[src/rtl/sysctrl_pkg.sv]
// sysctrl_pkg: definitions shared by the sysctrl bus initiator and its
// users: command codes, the status magic bytes, the host FSM state and
// transaction-source enums, and two small helpers.
package sysctrl_pkg;

  localparam logic [7:0] CMD_STATUS  = 8'd0;
  localparam logic [7:0] CMD_LEDS    = 8'd1;
  localparam logic [7:0] CMD_COLOR   = 8'd2;
  localparam logic [7:0] CMD_BUTTONS = 8'd3;
  localparam logic [7:0] CMD_CONFIG  = 8'd4;
  localparam logic [7:0] CMD_IRQ     = 8'd5;

  // Bytes returned by CMD_STATUS, in order.
  localparam logic [7:0] STATUS_MAGIC0 = 8'h5C;
  localparam logic [7:0] STATUS_MAGIC1 = 8'h42;

  typedef enum logic [2:0] {
    ST_IDLE,
    ST_SEND,
    ST_WAIT,
    ST_SAMPLE,
    ST_DONE
  } state_t;

  typedef enum logic [1:0] {
    SRC_USER,
    SRC_IRQ_RD,
    SRC_IRQ_ACK
  } src_t;

  // Payload lengths above 4 are treated as 4.
  function automatic logic [2:0] clamp_len(input logic [2:0] len);
    return (len > 3'd4) ? 3'd4 : len;
  endfunction

  // Byte i (0..3) of a 32-bit word, LSB byte first.
  function automatic logic [7:0] byte_of(input logic [31:0] word, input logic [1:0] i);
    logic [7:0] b;
    case (i)
      2'd0:    b = word[7:0];
      2'd1:    b = word[15:8];
      2'd2:    b = word[23:16];
      default: b = word[31:24];
    endcase
    return b;
  endfunction

endpackage

[src/rtl/sysctrl_host.sv]
// sysctrl_host: initiator for the sysctrl byte-stream command bus.
// Serializes a command byte plus 0..4 payload bytes with start/strobe
// framing, captures one response byte after each payload strobe, and
// optionally services the slave interrupt with a CMD_IRQ read followed by
// a CMD_IRQ acknowledge of the status it read.
//
// Ports:
//   clk, reset          clock, asynchronous active-high reset
//   req_*               user request (cmd, len 0..4, payload LSB byte first)
//   rsp_valid/rsp_data  one-cycle completion pulse, response held until next
//   auto_irq, int_in_n  interrupt service enable, active-low slave interrupt
//   irq_valid/irq_status one-cycle pulse with the status read from the slave
//   busy                state is not IDLE
//   bus_strobe/start/dout, bus_din  byte bus to/from the slave
//   fsm_state           current FSM state, for observation
//
// Handshake: a request transfers on a cycle where req_valid && req_ready.
// req_ready is high only in IDLE when no interrupt service is starting in
// the same cycle; req_* are ignored in every other cycle.
module sysctrl_host
  import sysctrl_pkg::*;
#(
  parameter int GAP = 2
) (
  input  logic        clk,
  input  logic        reset,
  input  logic        req_valid,
  output logic        req_ready,
  input  logic [7:0]  req_cmd,
  input  logic [2:0]  req_len,
  input  logic [31:0] req_data,
  output logic        rsp_valid,
  output logic [31:0] rsp_data,
  input  logic        auto_irq,
  input  logic        int_in_n,
  output logic        irq_valid,
  output logic [7:0]  irq_status,
  output logic        busy,
  output logic        bus_strobe,
  output logic        bus_start,
  output logic [7:0]  bus_dout,
  input  logic [7:0]  bus_din,
  output state_t      fsm_state
);

  // WAIT lasts GAP-1 cycles; the counter is preloaded with GAP-2.
  localparam logic [3:0] WAIT_INIT = (GAP > 1) ? 4'(GAP - 2) : 4'd0;

  state_t      state;
  src_t        src;
  logic [2:0]  idx;
  logic [2:0]  len;
  logic [7:0]  cmd;
  logic [31:0] data;
  logic [31:0] rx_buf;
  logic [31:0] rx_next;
  logic [3:0]  wait_cnt;
  logic        irq_start;

  assign irq_start = auto_irq && !int_in_n;
  assign req_ready = (state == ST_IDLE) && !irq_start;
  assign busy      = (state != ST_IDLE);
  assign fsm_state = state;

  // Response buffer with the byte sampled this cycle merged in. Byte k of
  // the response follows payload strobe k+1, hence the index-1 offset.
  always_comb begin
    rx_next = rx_buf;
    case (idx)
      3'd1:    rx_next[7:0]   = bus_din;
      3'd2:    rx_next[15:8]  = bus_din;
      3'd3:    rx_next[23:16] = bus_din;
      3'd4:    rx_next[31:24] = bus_din;
      default: rx_next = rx_buf;
    endcase
  end

  always_ff @(posedge clk or posedge reset) begin
    if (reset) begin
      state      <= ST_IDLE;
      src        <= SRC_USER;
      idx        <= 3'd0;
      len        <= 3'd0;
      cmd        <= 8'd0;
      data       <= 32'd0;
      rx_buf     <= 32'd0;
      wait_cnt   <= 4'd0;
      rsp_valid  <= 1'b0;
      rsp_data   <= 32'd0;
      irq_valid  <= 1'b0;
      irq_status <= 8'd0;
      bus_strobe <= 1'b0;
      bus_start  <= 1'b0;
      bus_dout   <= 8'd0;
    end else begin
      bus_strobe <= 1'b0;
      bus_start  <= 1'b0;
      rsp_valid  <= 1'b0;
      irq_valid  <= 1'b0;
      case (state)
        ST_IDLE: begin
          // Interrupt service wins a tie; the user request stays pending.
          if (irq_start) begin
            src        <= SRC_IRQ_RD;
            cmd        <= CMD_IRQ;
            len        <= 3'd1;
            data       <= 32'd0;
            idx        <= 3'd0;
            rx_buf     <= 32'd0;
            state      <= ST_SEND;
            bus_strobe <= 1'b1;
            bus_start  <= 1'b1;
            bus_dout   <= CMD_IRQ;
          end else if (req_valid) begin
            src        <= SRC_USER;
            cmd        <= req_cmd;
            len        <= clamp_len(req_len);
            data       <= req_data;
            idx        <= 3'd0;
            rx_buf     <= 32'd0;
            state      <= ST_SEND;
            bus_strobe <= 1'b1;
            bus_start  <= 1'b1;
            bus_dout   <= req_cmd;
          end
        end
        ST_SEND: begin
          if (GAP > 1) begin
            wait_cnt <= WAIT_INIT;
            state    <= ST_WAIT;
          end else begin
            state <= ST_SAMPLE;
          end
        end
        ST_WAIT: begin
          if (wait_cnt == 4'd0) state <= ST_SAMPLE;
          else                  wait_cnt <= wait_cnt - 4'd1;
        end
        ST_SAMPLE: begin
          rx_buf <= rx_next;
          if (idx < len) begin
            idx        <= idx + 3'd1;
            state      <= ST_SEND;
            bus_strobe <= 1'b1;
            bus_dout   <= byte_of(data, idx[1:0]);
          end else begin
            state <= ST_DONE;
            if (src == SRC_USER) begin
              rsp_valid <= 1'b1;
              rsp_data  <= rx_next;
            end else if (src == SRC_IRQ_RD) begin
              irq_valid  <= 1'b1;
              irq_status <= rx_next[7:0];
            end
          end
        end
        ST_DONE: begin
          // A non-zero status is acknowledged straight away, without
          // returning to IDLE, so no user request can slip in between.
          if (src == SRC_IRQ_RD && irq_status != 8'd0) begin
            src        <= SRC_IRQ_ACK;
            cmd        <= CMD_IRQ;
            len        <= 3'd1;
            data       <= {24'd0, irq_status};
            idx        <= 3'd0;
            rx_buf     <= 32'd0;
            state      <= ST_SEND;
            bus_strobe <= 1'b1;
            bus_start  <= 1'b1;
            bus_dout   <= CMD_IRQ;
          end else begin
            state <= ST_IDLE;
          end
        end
        default: state <= ST_IDLE;
      endcase
    end
  end

endmodule

[config.mk]
export PLATFORM = sky130hd
export DESIGN_NAME = sysctrl_host
export DESIGN_NICKNAME = d
export VERILOG_FILES = /design/src/rtl/sysctrl_pkg.sv /design/src/rtl/sysctrl_host.sv
export SDC_FILE = /design/constraint.sdc
export NUM_CORES = 1
export LEC_CHECK = 0
export BUFFER_PORTS_ARGS = -buffer_cell sky130_fd_sc_hd__buf_2
export CORE_AREA = 10 10 111 113
export DETAILED_ROUTE_END_ITERATION = 8
export DIE_AREA = 0 0 121 123
export GPL_TIMING_DRIVEN = 0
export MAX_ROUTING_LAYER = met4
export PLACE_DENSITY_LB_ADDON = 0.1
export RECOVER_POWER = 50
export SLEW_MARGIN = 40
export SYNTH_ARGS = -nofsm -noshare
export SYNTH_HDL_FRONTEND = slang
export SYNTH_SLANG_ARGS = --single-unit
export TNS_END_PERCENT = 10
[constraint.sdc]
create_clock -name clk -period 14 [get_ports clk]
set_input_delay 2.8 -clock clk [delete_from_list [all_inputs] [get_ports clk]]
set_output_delay 2.8 -clock clk [all_outputs]
set_load 0.05 [all_outputs]
==> impl_metrics.csv, run 1 <==
group,metric,value,unit
timing,fmax,130,MHz
placement,dp.cells,815,
cells_and_area,seqCellArea,0.00328,mm^2
yosys,synth_area,0.00586,mm^2
timing,setup_viol,0,
yosys,avgSynthCellArea,10.2,um^2
clock_network,post-cts-setup-buffer-count,0,
yosys,synth_edf_count,0,
yosys,ys_warn_count,0,
hold_path,hp-class,"flop to flop",
clock_network,cts.sinks,131,
cells_and_area,area_growth,20.4,%
setup_path,cp-start-kind,"primary input",
yosys,ys_ff_latch,131,
grt,grt_first_pass_wirelength,25900,um
floorplan,rows,37,
setup_path,cpPeakStageDelay,3070,ps
setup_path,crit_fanout,81,
setup_path,r2r_slack,11200,ps
cells_and_area,num_antenna_cells,0,
setup_path,slowest_stage,"clkbuf_1",
clock_network,path_clk_slew,50,ps
timing,rsz0062_at_grt,"false",
clock_network,clk_path_buf_depth,2,
cells_and_area,fin_area,0.00705,mm^2
timing,setup_tns,0,ps
power_and_ir_drop,p_leak,3.51,nW
cells_and_area,final_cell_mix,"dfrtp_1, nand2_1, buf_2, o21ai_0, a22o_1",
yosys,netlist.area_leader.share,0.560,
yosys,synthCells,574,
yosys,yosysTopAreaCell,"dfrtp_1",
timing,finClkSkew,7.69,ps
placement,gp_congestion,0.919,
timing,period_share,0.548,
power_and_ir_drop,power.density,263,mW/mm^2
power_and_ir_drop,irDropWorstVdd,0.139,mV
outcome,violations,"max-capacitance violations, max-slew violations",
clock_network,cts_buffers,17,
yosys,yosysSeqAreaShare,0.560,
hold_path,hold_depth,2,
route,viasPerCell,5.71,
placement,dp_hpwl,11700,um
grt,grt_max_degree,82,
setup_path,reg2reg_depth,8,
route,drc,0,
cells_and_area,multi_input_area,0.00232,mm^2
grt,grtUsageTotal,0.228,
floorplan,die_x,121,um
cells_and_area,final_common_cell,"dfrtp_1",
placement,place_ws,7610,ps
floorplan,ios,113,
grt,met1_usage,0.270,
grt,grt_antenna_before_repair,0,
setup_path,cp_cell_sequence,"buf_2 -> clkinvlp_2 -> clkbuf_1",
grt,grt_pass1_vias,4912,
setup_path,cp_data_arrival_time,7310,ps
timing,drv_slew,134,
setup_path,r2r_start,"fsm_state[0]",
hold_path,min_to,"rsp_data[4]",
yosys,synth_nets,638,
placement,placed_area,0.00658,mm^2
route,vias,4819,
route,wire_per_inst,19.0,um
route,first_pass_iters,8,
grt,grt_util_met3,0.0606,
grt,met2_usage,0.365,
route,drt-total-wl,16000,um
yosys,ys_async_sr_fraction,1.00,
cells_and_area,final_core_util,0.696,
clock_network,cts_hold_buffers,0,
clock_network,cts_tree,"built",
clock_network,post_cts_resized,0,
cells_and_area,finalNonFillerCells,844,
outcome,status,"complete, but fails checks",
clock_network,h-tree-depth,4,
yosys,yosys-top-cells-area,"dfrtp_1, nand2_1, o21ai_0",
grt,gr-max-usage-layer,"met2",
cells_and_area,drive_above_1_share,0.227,
setup_path,required,13640,ps
yosys,ys.flop_type,"dfrtp_1",
floorplan,dieHeight,123,um
clock_network,clock-root-buffer,"clkbuf_8",
timing,worst_pin_slew,4270,ps
timing,finalHoldViolations,0,
floorplan,start_util,0.578,
timing,slew_headroom,-1.84,
yosys,ys_types,47,
cells_and_area,finalNetCount,762,
timing,setup_ws,6330,ps
route,first_iter_violations,623,
hold_path,min_from,"rsp_data[4]",
clock_network,clk_latency,540,ps
setup_path,end_kind,"async pin",
floorplan,fp.coreArea,0.0101,mm^2
timing,layout_min_cycle_time,7670,ps
setup_path,r2r-end,"irq_status[0]",
setup_path,path_class,"primary input to async pin",
placement,place.port_buffers,104,
route,drtAntennaViolNets,0,
flow_run,maxCapViolations,2,
grt,overflow,0,
cells_and_area,n_fill_cell,791,
floorplan,dieArea,0.0149,mm^2
[worst max-delay path, delay by kind of cell]
kind / cells / cell delay (ps)
buffers and inverters: 3 / 4410
[logic make-up after synthesis]
family	share of synthesized area
adder cells (fa/ha/maj)	0.0171
multiplexers	0.0756
flip-flops	0.560
AND/OR/NAND/NOR	0.125
buffers and inverters	0.0453
XOR/XNOR	0.00299
AO/OA/AOI/OAI	0.175
[cell usage after synthesis, types with 2 or more instances]
cell type  number
nand2b_1        2
xnor2_1         2
o21a_1          2
nor2b_1         5
dfrtp_1       131
buf_1          11
a222oi_1        8
nand3_1        11
buf_2          13
mux2_2          2
clkbuf_1       17
a22o_1         38
inv_1          18
nand2_1       118
a21oi_1         4
or2_2           2
nor2_1         22
o22ai_1         4
ha_1            8
mux2_4          4
mux2i_1        36
and2_1          2
a31oi_1         9
o21ai_1         4
o21ai_0        79
[state kept, by name, indices dropped and copies added (netlist names)]
name / flops
data: 32
rsp_data: 32
rx_buf: 32
bus_dout: 8
irq_status: 8
wait_cnt: 4
fsm_state: 3
idx: 3
len: 3
src: 2
bus_start: 1
bus_strobe: 1
irq_valid: 1
rsp_valid: 1
[metrics by stage]
step | hold WS [ps] | power [W]
after global routing | 510 | 0.00196
after global placement | 462 | 0.00145
final | 476 | 0.00185
after CTS | 477 | 0.00186
after floorplan | 449 | 0.00123
after detailed placement | 465 | 0.00147
[layout make-up]
| class | instances | area share |
|---|---|---|
| Sequential cell | 131 | 0.465 |
| Tap cell | 136 | 0.0241 |
| Clock buffer | 23 | 0.0662 |
| Timing Repair Buffer | 105 | 0.0743 |
| Buffer | 44 | 0.0268 |
| Clock inverter | 6 | 0.00461 |
| Inverter | 19 | 0.0103 |
| Multi-Input combinational cell | 380 | 0.329 |
[routing by layer]
layer / up-vias / share of wire / routed length (um)
li1: 2248 / - / -
met1: 2358 / 0.41 / 6580
met2: 180 / 0.50 / 7960
met3: 33 / 0.070 / 1120
met4: 0 / 0.023 / 367
met5: - / 0 / 0
[how the worst max path moves through the flow]
stage,startpoint,slack [ps],depth (start not counted),to
3_5_place_dp,auto_irq,7610,5,req_ready
6_report,reset,6330,3,bus_dout[4]
5_1_grt,reset,5340,3,bus_dout[3]
3_3_place_gp,reset,6310,2,bus_dout[1]
2_1_floorplan,auto_irq,7490,3,req_ready
4_1_cts,auto_irq,7610,5,req_ready
[power by group]
part / leakage [nW] / internal [W] / switching [W]
Sequential: 1.71 / 0.000521 / 0.0000897
Clock: 0.249 / 0.000227 / 0.000154
Combinational: 1.55 / 0.000250 / 0.000610
Total: 3.51 / 0.000998 / 0.000854
Power figures use the tool's default switching activity.
==> run 2, diff against run 1 <==
--- a/config.mk
+++ b/config.mk
@@ -5,10 +5,11 @@
 export SDC_FILE = /design/constraint.sdc
 export NUM_CORES = 1
 export LEC_CHECK = 0
+export ABC_AREA = 1
 export BUFFER_PORTS_ARGS = -buffer_cell sky130_fd_sc_hd__buf_2
-export CORE_AREA = 10 10 111 113
+export CORE_AREA = 10 10 117 119
 export DETAILED_ROUTE_END_ITERATION = 8
-export DIE_AREA = 0 0 121 123
+export DIE_AREA = 0 0 127 129
 export GPL_TIMING_DRIVEN = 0
 export MAX_ROUTING_LAYER = met4
 export PLACE_DENSITY_LB_ADDON = 0.1
==> constraint.sdc (replaced) <==
create_clock -name clk -period 7.65 [get_ports clk]
set_input_delay 1.53 -clock clk [delete_from_list [all_inputs] [get_ports clk]]
set_output_delay 1.53 -clock clk [all_outputs]
set_load 0.05 [all_outputs]
==> impl_metrics.csv, run 2 <==
group,metric,value,unit
clock_network,clk_path_buf_depth,2,
clock_network,clk_latency,420,ps
timing,rsz0062_at_grt,"false",
grt,overflow,0,
timing,worst_pin_slew,2500,ps
route,drt-total-wl,17000,um
yosys,avgSynthCellArea,7.90,um^2
cells_and_area,num_antenna_cells,0,
floorplan,start_util,0.553,
outcome,status,"complete, but fails checks",
timing,drv_slew,54,
timing,finalHoldViolations,0,
yosys,synth.most_common_cell,"nand2_1",
setup_path,cp_data_arrival_time,2180,ps
placement,dp_hpwl,12500,um
timing,setup_viol,0,
yosys,ys.flop_type,"dfrtp_1",
route,vias,5707,
grt,grt_pass1_vias,5774,
placement,gp_congestion,0.887,
yosys,netlist.area_leader.share,0.523,
grt,grt_max_degree,79,
cells_and_area,fin_area,0.00758,mm^2
setup_path,cp_cell_sequence,"buf_2 -> nor2_2 -> nor2_1 -> buf_2",
placement,place.port_buffers,112,
timing,slew_headroom,-0.676,
clock_network,cts.sinks,131,
yosys,yosysSeqAreaShare,0.523,
timing,finClkSkew,8.39,ps
setup_path,end_kind,"output pin",
yosys,ys_ff_latch,131,
power_and_ir_drop,power,0.00340,W
power_and_ir_drop,power.density,448,mW/mm^2
floorplan,dieHeight,129,um
cells_and_area,area_growth,21.0,%
grt,grtUsageTotal,0.218,
cells_and_area,final_common_cell,"nand2_1",
clock_network,post_cts_resized,0,
route,viasPerCell,5.28,
timing,layout_min_cycle_time,3710,ps
outcome,violations,"max-capacitance violations, max-slew violations",
timing,period_share,0.485,
yosys,synth_area,0.00626,mm^2
clock_network,path_clk_slew,50,ps
setup_path,cpPeakStageDelay,250,ps
power_and_ir_drop,irDropWorstVdd,0.279,mV
setup_path,path_class,"primary input to output pin",
route,drtAntennaViolNets,0,
cells_and_area,finalNetCount,989,
yosys,ys_warn_count,0,
placement,placed_area,0.00704,mm^2
flow_run,maxCapViolations,1,
timing,setup_tns,0,ps
clock_network,cts_tree,"built",
floorplan,die_x,127,um
yosys,yosysTopAreaCell,"dfrtp_1",
yosys,synthCells,793,
setup_path,slowest_stage,"nor2_2",
grt,grt_antenna_before_repair,0,
grt,grt_first_pass_wirelength,28100,um
cells_and_area,drive_above_1_share,0.201,
cells_and_area,top_regs,"data (32), rsp_data (32), rx_buf (32)",
setup_path,required,6120,ps
setup_path,cp-start-kind,"primary input",
clock_network,cts_buffers,17,
hold_path,hp-class,"flop to flop",
setup_path,worst_path_most_repeated_cell,"buf_2",
cells_and_area,final_cell_mix,"nand2_1, dfrtp_1, buf_2, nand3_1, o21ai_0",
route,drc,0,
route,wire_per_inst,15.7,um
clock_network,cts_hold_buffers,0,
floorplan,dieArea,0.0164,mm^2
yosys,synth_nets,857,
setup_path,crit_fanout,6,
route,first_pass_iters,5,
clock_network,post-cts-setup-buffer-count,0,
yosys,synth_common_cells,"nand2_1, dfrtp_1, nand3_1",
timing,fmax,270,MHz
floorplan,rows,39,
route,first_iter_violations,487,
yosys,ys_types,31,
floorplan,ios,113,
yosys,ys_async_sr_fraction,1.00,
clock_network,h-tree-depth,4,
yosys,synth_edf_count,0,
clock_network,clock-root-buffer,"clkbuf_16",
yosys,yosys-top-cells-area,"dfrtp_1, nand2_1, nand3_1",
power_and_ir_drop,p_leak,4.27,nW
floorplan,fp.coreArea,0.0113,mm^2
run 2: final cells by class:
class / count / area, um^2
plain buffers: 44 / 249
multi-input cells: 577 / 2540
clock buffers: 22 / 484
fillers: 979 / 3740
flip-flops and latches: 131 / 3280
clock inverters: 9 / 104
well taps: 143 / 179
inverters: 41 / 156
repair buffers: 113 / 587
run 2: final timing paths:
check	from	to	slack, ps	cells past startpoint
min	rx_buf[7]	rx_buf[7]	470	2
min in group asynchronous	reset	bus_start	1780	2
min reg2reg	rx_buf[7]	rx_buf[7]	470	2
max	int_in_n	req_ready	3940	4
max in group asynchronous	reset	data[28]	4690	3
max reg2reg	idx[2]	rsp_data[30]	5090	8
run 2: worst max-delay path: cells and delay by family:
family / cells / cell delay [ps]
buffers and inverters: 2 / 320
and+or+nand+nor: 2 / 330
run 2: report_power, final:
group          total [W]  internal (W)  switching [W]  leakage (nW)
sequential       0.00107      0.000936       0.000136          1.73
clock           0.000805      0.000510       0.000295         0.288
combinational    0.00152      0.000408        0.00111          2.25
total            0.00340       0.00185        0.00154          4.27
run 2: per-layer routing:
layer	routed length, um	track usage	vias up
met5	0	-	-
met4	328	0.0777	0
met3	1000	0.0505	28
met2	8600	0.361	179
met1	7030	0.254	2716
li1	-	-	2784
run 2: cell families after synthesis:
group	after synthesis	share of synthesized area
AO/OA/AOI/OAI	67	0.0569
adder cells (fa/ha/maj)	8	0.0160
AND/OR/NAND/NOR	501	0.334
XOR/XNOR	1	0.00140
flip-flops	131	0.523
buffers and inverters	85	0.0687
run 2: stage by stage:
stage | instances | hold slack, ps | util | worst slack [ps]
final | 1080 | 470 | 0.670 | 3940
after global placement | 1048 | 453 | 0.619 | 1180
after global routing | 1080 | 487 | 0.670 | 3850
after floorplan | 793 | 442 | - | 2620
after detailed placement | 1049 | 459 | 0.622 | 3940
after CTS | 1080 | 472 | 0.674 | 3940
